`config.mk`:
```
export PLATFORM = sky130hd
export DESIGN_NAME = mem_arbiter
export DESIGN_NICKNAME = d
export VERILOG_FILES = /design/src/rtl/mem_arb_pkg.sv /design/src/rtl/mem_arb_prio.sv /design/src/rtl/mem_arbiter.sv
export SDC_FILE = /design/constraint.sdc
export NUM_CORES = 1
export LEC_CHECK = 0
export ABC_AREA = 1
export CAP_MARGIN = 20
export CORE_MARGIN = 4
export CORE_UTILIZATION = 46
export DETAILED_ROUTE_END_ITERATION = 10
export GPL_TIMING_DRIVEN = 0
export PLACE_DENSITY = 0.85
export SLEW_MARGIN = 20
export SYNTH_ARGS = -nofsm -noshare
export SYNTH_HDL_FRONTEND = slang
export SYNTH_SLANG_ARGS = --single-unit
```
`constraint.sdc`:
```
create_clock -name clk -period 4.1 [get_ports clk]
set_clock_uncertainty 0.2 [all_clocks]
set_input_delay 0.82 -clock clk [delete_from_list [all_inputs] [get_ports clk]]
set_output_delay 0.82 -clock clk [all_outputs]
set_load 0.01 [all_outputs]
```
`src/rtl/mem_arb_pkg.sv`:
```
// mem_arb_pkg: shared state encoding, port IDs and default parameters for the RAM arbiter
package mem_arb_pkg;
  typedef enum logic [1:0] {IDLE = 2'd0, ACCESS = 2'd1, WAIT = 2'd2, RESP = 2'd3} state_t;
  localparam logic PORT_F = 1'b0;
  localparam logic PORT_D = 1'b1;
  localparam int ADDR_W_DEF = 16;
  localparam int DATA_W_DEF = 16;
  localparam int RAM_LAT_DEF = 1;
  localparam int STARVE_MAX_DEF = 4;
endpackage

```
`src/rtl/mem_arb_prio.sv`:
```
// mem_arb_prio: data-first winner select with a saturating fetch starvation counter
// Ports: clk, reset (async, active-low); f_req/d_req requests; arb_en marks an arbitration edge;
//        win_valid = a port wins on this edge, win_id = PORT_F or PORT_D.
module mem_arb_prio
  import mem_arb_pkg::*;
#(
  parameter int STARVE_MAX = STARVE_MAX_DEF
) (
  input  logic clk,
  input  logic reset,
  input  logic f_req,
  input  logic d_req,
  input  logic arb_en,
  output logic win_valid,
  output logic win_id
);
  localparam logic [3:0] SMAX = 4'(STARVE_MAX);
  logic [3:0] starve_cnt;
  assign win_valid = arb_en && (f_req || d_req);
  // fetch wins when alone, or when it has lost STARVE_MAX arbitrations in a row
  assign win_id = (f_req && (!d_req || starve_cnt == SMAX)) ? PORT_F : PORT_D;
  always_ff @(posedge clk or negedge reset)
    if (!reset) starve_cnt <= '0;
    else if (win_valid)
      starve_cnt <= (win_id == PORT_F) ? '0 :
                    (f_req && starve_cnt != SMAX) ? starve_cnt + 4'd1 : starve_cnt;
endmodule

```
`src/rtl/mem_arbiter.sv`:
```
// mem_arbiter: shares a single-port RAM between an instruction-fetch port and a load/store data port
// Ports: clk, reset (async, active-low);
//        fetch: f_req/f_addr in, f_gnt/f_rvalid/f_rdata out;
//        data:  d_req/d_we/d_addr/d_wdata in, d_gnt/d_rvalid/d_rdata out;
//        RAM:   ram_we/ram_addr/ram_dataI out, ram_dataO in; busy = not idle.
module mem_arbiter
  import mem_arb_pkg::*;
#(
  parameter int ADDR_W     = ADDR_W_DEF,
  parameter int DATA_W     = DATA_W_DEF,
  parameter int RAM_LAT    = RAM_LAT_DEF,
  parameter int STARVE_MAX = STARVE_MAX_DEF
) (
  input  logic              clk,
  input  logic              reset,
  input  logic              f_req,
  input  logic [ADDR_W-1:0] f_addr,
  output logic              f_gnt,
  output logic              f_rvalid,
  output logic [DATA_W-1:0] f_rdata,
  input  logic              d_req,
  input  logic              d_we,
  input  logic [ADDR_W-1:0] d_addr,
  input  logic [DATA_W-1:0] d_wdata,
  output logic              d_gnt,
  output logic              d_rvalid,
  output logic [DATA_W-1:0] d_rdata,
  output logic              ram_we,
  output logic [ADDR_W-1:0] ram_addr,
  output logic [DATA_W-1:0] ram_dataI,
  input  logic [DATA_W-1:0] ram_dataO,
  output logic              busy
);
  localparam logic [2:0] LAT_LAST = 3'(RAM_LAT - 1);
  state_t     state;
  logic       win;
  logic       we_l;
  logic [2:0] lat_cnt;
  logic       win_valid;
  logic       win_id;
  mem_arb_prio #(.STARVE_MAX(STARVE_MAX)) u_prio (
    .clk      (clk),
    .reset    (reset),
    .f_req    (f_req),
    .d_req    (d_req),
    .arb_en   (state == IDLE || state == RESP),
    .win_valid(win_valid),
    .win_id   (win_id)
  );
  always_ff @(posedge clk or negedge reset) begin
    if (!reset) begin
      state     <= IDLE;
      win       <= PORT_F;
      we_l      <= 1'b0;
      lat_cnt   <= '0;
      f_gnt     <= 1'b0;
      d_gnt     <= 1'b0;
      f_rvalid  <= 1'b0;
      d_rvalid  <= 1'b0;
      f_rdata   <= '0;
      d_rdata   <= '0;
      ram_we    <= 1'b0;
      ram_addr  <= '0;
      ram_dataI <= '0;
      busy      <= 1'b0;
    end else begin
      f_gnt    <= 1'b0;
      d_gnt    <= 1'b0;
      f_rvalid <= 1'b0;
      d_rvalid <= 1'b0;
      ram_we   <= 1'b0;
      case (state)
        IDLE, RESP:
          if (win_valid) begin
            state    <= ACCESS;
            busy     <= 1'b1;
            win      <= win_id;
            f_gnt    <= win_id == PORT_F;
            d_gnt    <= win_id == PORT_D;
            we_l     <= win_id == PORT_D && d_we;
            ram_we   <= win_id == PORT_D && d_we;
            ram_addr <= (win_id == PORT_D) ? d_addr : f_addr;
            // fetch carries no write data, so the last store data is left in place
            if (win_id == PORT_D) ram_dataI <= d_wdata;
          end else begin
            state <= IDLE;
            busy  <= 1'b0;
          end
        ACCESS: begin
          state   <= WAIT;
          lat_cnt <= LAT_LAST;
        end
        WAIT:
          if (lat_cnt == '0) begin
            state    <= RESP;
            f_rvalid <= win == PORT_F;
            d_rvalid <= win == PORT_D;
            if (win == PORT_F) f_rdata <= ram_dataO;
            else if (!we_l) d_rdata <= ram_dataO;
          end else lat_cnt <= lat_cnt - 3'd1;
        default: state <= IDLE;
      endcase
    end
  end
endmodule

```
==> results of run 1 <==
-- kinds of logic after synthesis --
kind of cell | Yosys count
AO/OA/AOI/OAI | 42
adder cells (fa/ha/maj) | 5
XOR/XNOR | 1
flip-flops | 81
buffers and inverters | 55
AND/OR/NAND/NOR | 178
-- worst max path at each step --
stage / start / to / slack [ps] / depth (start not counted)
final: ram_dataI[5] / ram_dataI[5] / 1810 / 1
after global routing: d_req / ram_addr[9] / 1750 / 6
after CTS: d_rdata[10] / d_rdata[10] / 1790 / 1
after detailed placement: d_req / ram_addr[8] / 1480 / 6
after global placement: reset / f_rdata[6] / -750 / 1
after floorplan: d_req / ram_dataI[10] / 2240 / 7
-- stage by stage --
step	power, W	utilization [%]	hold WS [ps]	worst slack (ps)
after floorplan	0.002299	-	214.9	2242
after global placement	0.003252	69.93	222.4	-754.5
after detailed placement	0.003325	70.29	249.4	1482
after CTS	0.003983	73.61	213.7	1787
after global routing	0.004239	73.61	234.5	1745
final	0.003953	73.61	214.3	1805
-- cell type report --
| class | instances | share of cell area, % |
|---|---|---|
| flip-flops and latches | 81 | 40.09 |
| plain buffers | 17 | 1.707 |
| inverters | 38 | 2.846 |
| well taps | 96 | 2.376 |
| repair buffers | 139 | 27.81 |
| multi-input cells | 226 | 20.66 |
| clock buffers | 11 | 2.796 |
| clock inverters | 5 | 1.707 |
-- power by group through the flow --
stage	sequential, W	clock [W]	combinational (W)
after global routing	0.00144	0.000700	0.00210
after global placement	0.00139	0	0.00186
after detailed placement	0.00140	0	0.00193
after CTS	0.00139	0.000661	0.00193
final	0.00139	0.000652	0.00191
after floorplan	0.00154	0	0.000759
-- worst reg2reg max path, delay by kind of cell, from the launching register on --
| kind | cells | cell delay, ps |
|---|---|---|
| buf+inv | 2 | 490 |
| simple gates | 4 | 470 |
| fa+ha+maj | 2 | 400 |
| flops | 1 | 380 |
| compound gates | 1 | 110 |
-- registers in the layout, indices dropped and copies added (netlist names), 2 cells and up --
register           count
lat_cnt                3
ram_addr              16
u_prio.starve_cnt      4
d_rdata               16
state                  2
ram_dataI             16
f_rdata               16
-- Yosys cell counts --
| cell | n |
|---|---|
| clkinv_2 | 1 |
| o21ai_2 | 1 |
| nand3_2 | 1 |
| o21ai_1 | 2 |
| dfrtp_1 | 81 |
| nor2_1 | 7 |
| nand2_4 | 1 |
| nor3_1 | 1 |
| nand2_1 | 113 |
| o21ai_0 | 36 |
| clkbuf_1 | 9 |
| o22ai_1 | 2 |
| inv_2 | 1 |
| ha_1 | 5 |
| xor2_1 | 1 |
| nand2_2 | 2 |
| buf_6 | 2 |
| inv_1 | 36 |
| nand4_1 | 2 |
| buf_2 | 6 |
| nand3_1 | 51 |
| a21oi_1 | 1 |
-- metal layers --
metal | track usage (%) | vias to the layer above | routed length, um
li1 | - | 1446 | -
met1 | 27.59 | 1421 | 3782
met2 | 36.44 | 108 | 4589
met3 | 3.818 | 18 | 454
met4 | 9.280 | 0 | 222
met5 | 0 | - | 0
==> out/qor.csv, run 1 <==
stage,metric,value,unit
cts,clock transition at the registers of the reported paths,90,ps
power,Leak,2.426,nW
sta,Setup Total Neg Slack,0,ps
power,sequential share of power,35.2,%
floorplan,die width,92.73,um
synthesis,Yosys cell types,22,
sta,Setup Viol. Count Final,0,
cts,CTS tree,built,
worst_setup_path,CP Max Fanout,2,
worst_setup_path,endpoint class of the critical path,output port,
power,pwr dens,781.8,nW/um^2
finish,area growth from synthesis to layout,53.13,%
grt,Tot GR Track Use,21.67,%
power,Max rail drop VDD,0.4112,mV
grt,grt ovf,0,
power,Net Sw Frac,37.17,%
synthesis,main combinational cell family by area after synthesis,simple AND/OR/NAND/NOR gates,
synthesis,dominant cells by area after synthesis,"dfrtp_1, nand2_1, nand3_1",
worst_setup_path,CP max stage cell,clkdlybuf4s50_1,
power,Clock power frac,16.5,%
cts,CTS root buf,clkbuf_8,
synthesis,Yosys reg bits,81,
worst_setup_path,CP arrival,1270,ps
synthesis,area share of and/or/nand/nor cells after synthesis,22.93,%
synthesis,post-synthesis cell count,362,
cts,clock sink count,81,
min_path,worst min path class,input port to asynchronous set/reset pin,
floorplan,Die Height,92.73,um
finish,most frequent cells in the layout,"clkdlybuf4s50_1, nand2_1, dfrtp_1",
sta,RSZ-0062 raised after global routing,false,
place,HPWL Detailed,6.745,mm
detailed_routing,average wire per standard cell,14.76,um
place,Final Wtd Congestion,0.7963,
cts,setup bufs post-CTS,0,
sta,Final Hold Fails,0,
worst_setup_path,required time worst endpoint,3080,ps
power,Comb power frac,48.3,%
place,Area after DPL,4828,um^2
finish,Multi-input gate area,1045,um^2
floorplan,Initial Utilization,48.07,%
synthesis,warnings from Yosys,0,
worst_setup_path,r2r setup slk,1950,ps
sta,Max Freq,435.8,MHz
finish,"most common cell after layout, fill and taps aside",clkdlybuf4s50_1,
worst_setup_path,worst path bufs/invs,1,
worst_setup_path,Startpoint Class,flop,
cts,H-Tree Depth,3,
worst_setup_path,worst path cell trace,clkdlybuf4s50_1,
sta,Rel. slew slack,64.86,%
sta,Tightest Pin Transition,527.0,ps
place,port bufs,138,
synthesis,post-synthesis cell area,3302,um^2
grt,largest net degree at the start of global routing,51,
worst_setup_path,worst r2r src,lat_cnt[0],
worst_setup_path,WS Path Type,flop to output port,
sta,post-route minimum period,2295,ps
place,Placed Cells,597,
synthesis,syn_area_per_cell,9.121,um^2
worst_setup_path,worst-case reg-to-reg path depth,9,
floorplan,die area,8598,um^2
worst_setup_path,reg2reg end,d_rdata[4],
finish,antenna cells,0,
grt,initial antenna violation count,0,
synthesis,post-synthesis adder-cell area fraction,1.895,%
detailed_routing,number of remaining DRC errors,0,
worst_setup_path,max incr delay on CP,550,ps
run,MaxCap Viol Count,0,
finish,Post-Layout Inst Area,5056,um^2
finish,Finished Layout Cells,613,
detailed_routing,total number of vias,2993,
cts,hold buffers post-CTS,0,
synthesis,Synth Area in Compound Gates,6.556,%
cts,total CTS buffers,9,
cts,Resized cells post-CTS,0,
detailed_routing,"antenna viol nets, final",0,
grt,vias in the first global route,2955,
sta,Final Cycle Share,55.97,%
synthesis,"area leader, netlist",dfrtp_1,
floorplan,row cnt,30,
finish,register area,2027,um^2
power,internal power,0.002484,W
synthesis,Synth Area in XOR/XNOR,0.2653,%
synthesis,"Seq/Total Area, Yosys",61.39,%
detailed_routing,DR pass1 iterations,7,
cts,clk buf depth,2,
run_status,outcome,"finished, final reports clean",
synthesis,Post-Syn Nets,436,
finish,Nets,586,
detailed_routing,number of vias per cell,4.883,
detailed_routing,Final Routed Wirelength,9.049,mm
cts,"Clk Latency, worst-skew pair",340,ps
finish,Filler cells,485,
sta,"Slew Viols, Final",0,
finish,share of layout cells above drive strength 1,6.190,%
grt,global-route wire length before repair,14.60,mm
synthesis,top cell type's share of synthesized area,61.39,%
detailed_routing,DRT iter0 DRCs,181,
floorplan,core area,6869,um^2
worst_setup_path,critical path's top delay family,buffers and inverters,
floorplan,# IOs,139,
power,P_sw,0.001469,W
synthesis,post-synthesis mux area share,0,%
(Power assumes the default switching activity.)
==> inputs of run 2 (changes only) <==
Settings changed: CORE_UTILIZATION 46 to 38, PLACE_DENSITY 0.85 to 0.75.
Clock period 4.1 ns to 1.9 ns, I/O delays scaled along.
==> out/qor.csv, run 2 (same netlist as run 1, synthesis figures left out) <==
stage,metric,value,unit
run_status,outcome,"finished, final reports clean",
detailed_routing,number of remaining DRC errors,0,
detailed_routing,average wire per standard cell,14.55,um
detailed_routing,"antenna viol nets, final",0,
worst_setup_path,Crit. Startpoint,ram_addr[6],
sta,Tightest Pin Transition,468.6,ps
floorplan,die width,101.2,um
cts,H-Tree Depth,3,
worst_setup_path,worst path cell trace,clkdlybuf4s50_1,
sta,Final Hold Fails,0,
cts,CTS root buf,clkbuf_8,
place,HPWL Detailed,6.663,mm
sta,Setup Viol. Count Final,0,
worst_setup_path,worst-case reg-to-reg path depth,6,
finish,most frequent cells in the layout,"clkdlybuf4s50_1, nand2_1, dfrtp_1",
finish,Nets,586,
finish,Finished Layout Cells,622,
cts,total CTS buffers,9,
detailed_routing,number of vias per cell,4.772,
worst_setup_path,r2r setup slk,100,ps
detailed_routing,Final Routed Wirelength,9.053,mm
min_path,hold endpoint,f_rvalid,
power,Leak,2.511,nW
detailed_routing,DR pass1 iterations,5,
place,Placed Cells,606,
worst_setup_path,critical path's top delay family,buffers and inverters,
floorplan,Initial Utilization,39.59,%
finish,Layout Utilization,61.49,%
cts,clock transition at the registers of the reported paths,90,ps
power,pwr dens,1672,nW/um^2
min_path,worst min path class,flop to flop,
worst_setup_path,worst r2r src,state[1],
detailed_routing,total number of vias,2968,
cts,clock sink count,81,
cts,CTS tree,built,
floorplan,core area,8341,um^2
finish,share of layout cells above drive strength 1,8.897,%
sta,post-route minimum period,1863,ps
floorplan,row cnt,33,
place,Final Wtd Congestion,0.7759,
finish,"most common cell after layout, fill and taps aside",clkdlybuf4s50_1,
power,Max rail drop VDD,0.8124,mV
finish,Filler cells,713,
min_path,hold depth,1,
place,port bufs,138,
grt,Tot GR Track Use,18.24,%
worst_setup_path,WS Path Type,flop to output port,
grt,initial antenna violation count,0,
finish,area growth from synthesis to layout,55.32,%
place,pre-CTS WS,-268.5,ps
finish,register area,2027,um^2
worst_setup_path,max incr delay on CP,580,ps
worst_setup_path,Startpoint Class,flop,
sta,worst setup margin,37.40,ps
worst_setup_path,CP max stage cell,clkdlybuf4s50_1,
sta,"Slew Viols, Final",0,
grt,largest net degree at the start of global routing,48,
run,MaxCap Viol Count,0,
finish,antenna cells,0,
grt,vias in the first global route,3045,
worst_setup_path,required time worst endpoint,1320,ps
sta,Final Cycle Share,98.03,%
worst_setup_path,worst path bufs/invs,1,
worst_setup_path,reg2reg end,ram_addr[11],
worst_setup_path,CP Max Fanout,2,
cts,"Clk Latency, worst-skew pair",350,ps
worst_setup_path,CP arrival,1280,ps
worst_setup_path,endpoint class of the critical path,output port,
cts,clk buf depth,2,
min_path,worst hold start,win,
grt,global-route wire length before repair,14.82,mm
floorplan,Die Height,101.2,um
sta,Rel. slew slack,68.76,%
detailed_routing,DRT iter0 DRCs,115,
floorplan,die area,10240,um^2
finish,Multi-input gate area,1057,um^2
sta,Max Freq,536.9,MHz
floorplan,# IOs,139,
grt,grt ovf,0,
==> run 2: changes by cell type in the layout (fill, tap and decap cells not counted), moves of 3 or more <==
cell	delta
clkbuf_1	-10
clkdlybuf4s50_1	-6
dlymetal6s2s_1	+6
o21ai_0	-6
o21ai_1	+6
clkbuf_4	+3
==> run 2: cell type report <==
cell class	count	area share (%)
tap	105	2.562
clock inverter	7	1.976
clock buffer	9	2.415
inverter	38	2.830
timing repair buffer	140	27.91
buffer	16	2.171
multi-input combinational	226	20.61
sequential	81	39.52
==> run 2: what timing repair did <==
item                                    CTS  global route
resized for setup                        10            31
pin swaps                                 0             1
endpoints found under the setup margin   33            68
hold buffers                              1             0
setup buffers                             0             0
hold endpoints to repair                 34             0
==> run 2: metrics by stage <==
step	hold slack [ps]	setup TNS, ps	total power (W)	area [um^2]
4_1_cts	256.4	0	0.008643	5095
5_1_grt	279.7	-9.497	0.009245	5129
6_report	251.9	0	0.008575	5129
3_3_place_gp	224.8	-214680	0.007041	4815
2_1_floorplan	-115.6	0	0.004962	3302
3_5_place_dp	167.3	-10930	0.007156	4840
==> run 2: worst max path at each step <==
| stage | to | slack, ps | cells past startpoint |
|---|---|---|---|
| after CTS | d_rdata[13] | 0.2 | 8 |
| after floorplan | d_rdata[2] | 220 | 9 |
| after global placement | f_rdata[2] | -2560 | 1 |
| after detailed placement | ram_addr[11] | -270 | 6 |
| final | ram_addr[6] | 40 | 1 |
| after global routing | ram_addr[11] | -5 | 6 |
==> run 2: power breakdown <==
group	switching (W)	internal, W
logic	0.00208	0.00206
clock network	0.000669	0.000754
registers	0.000458	0.00255
==> run 2: per-layer routing <==
layer	up-vias	wire (um)	share of wire, %	GRT usage [%]
met5	-	0	0	0
met1	1413	3912	43	24.23
met4	0	142	1.6	6.646
li1	1449	-	-	-
met2	94	4456	49	29.73
met3	12	540	6.0	3.650
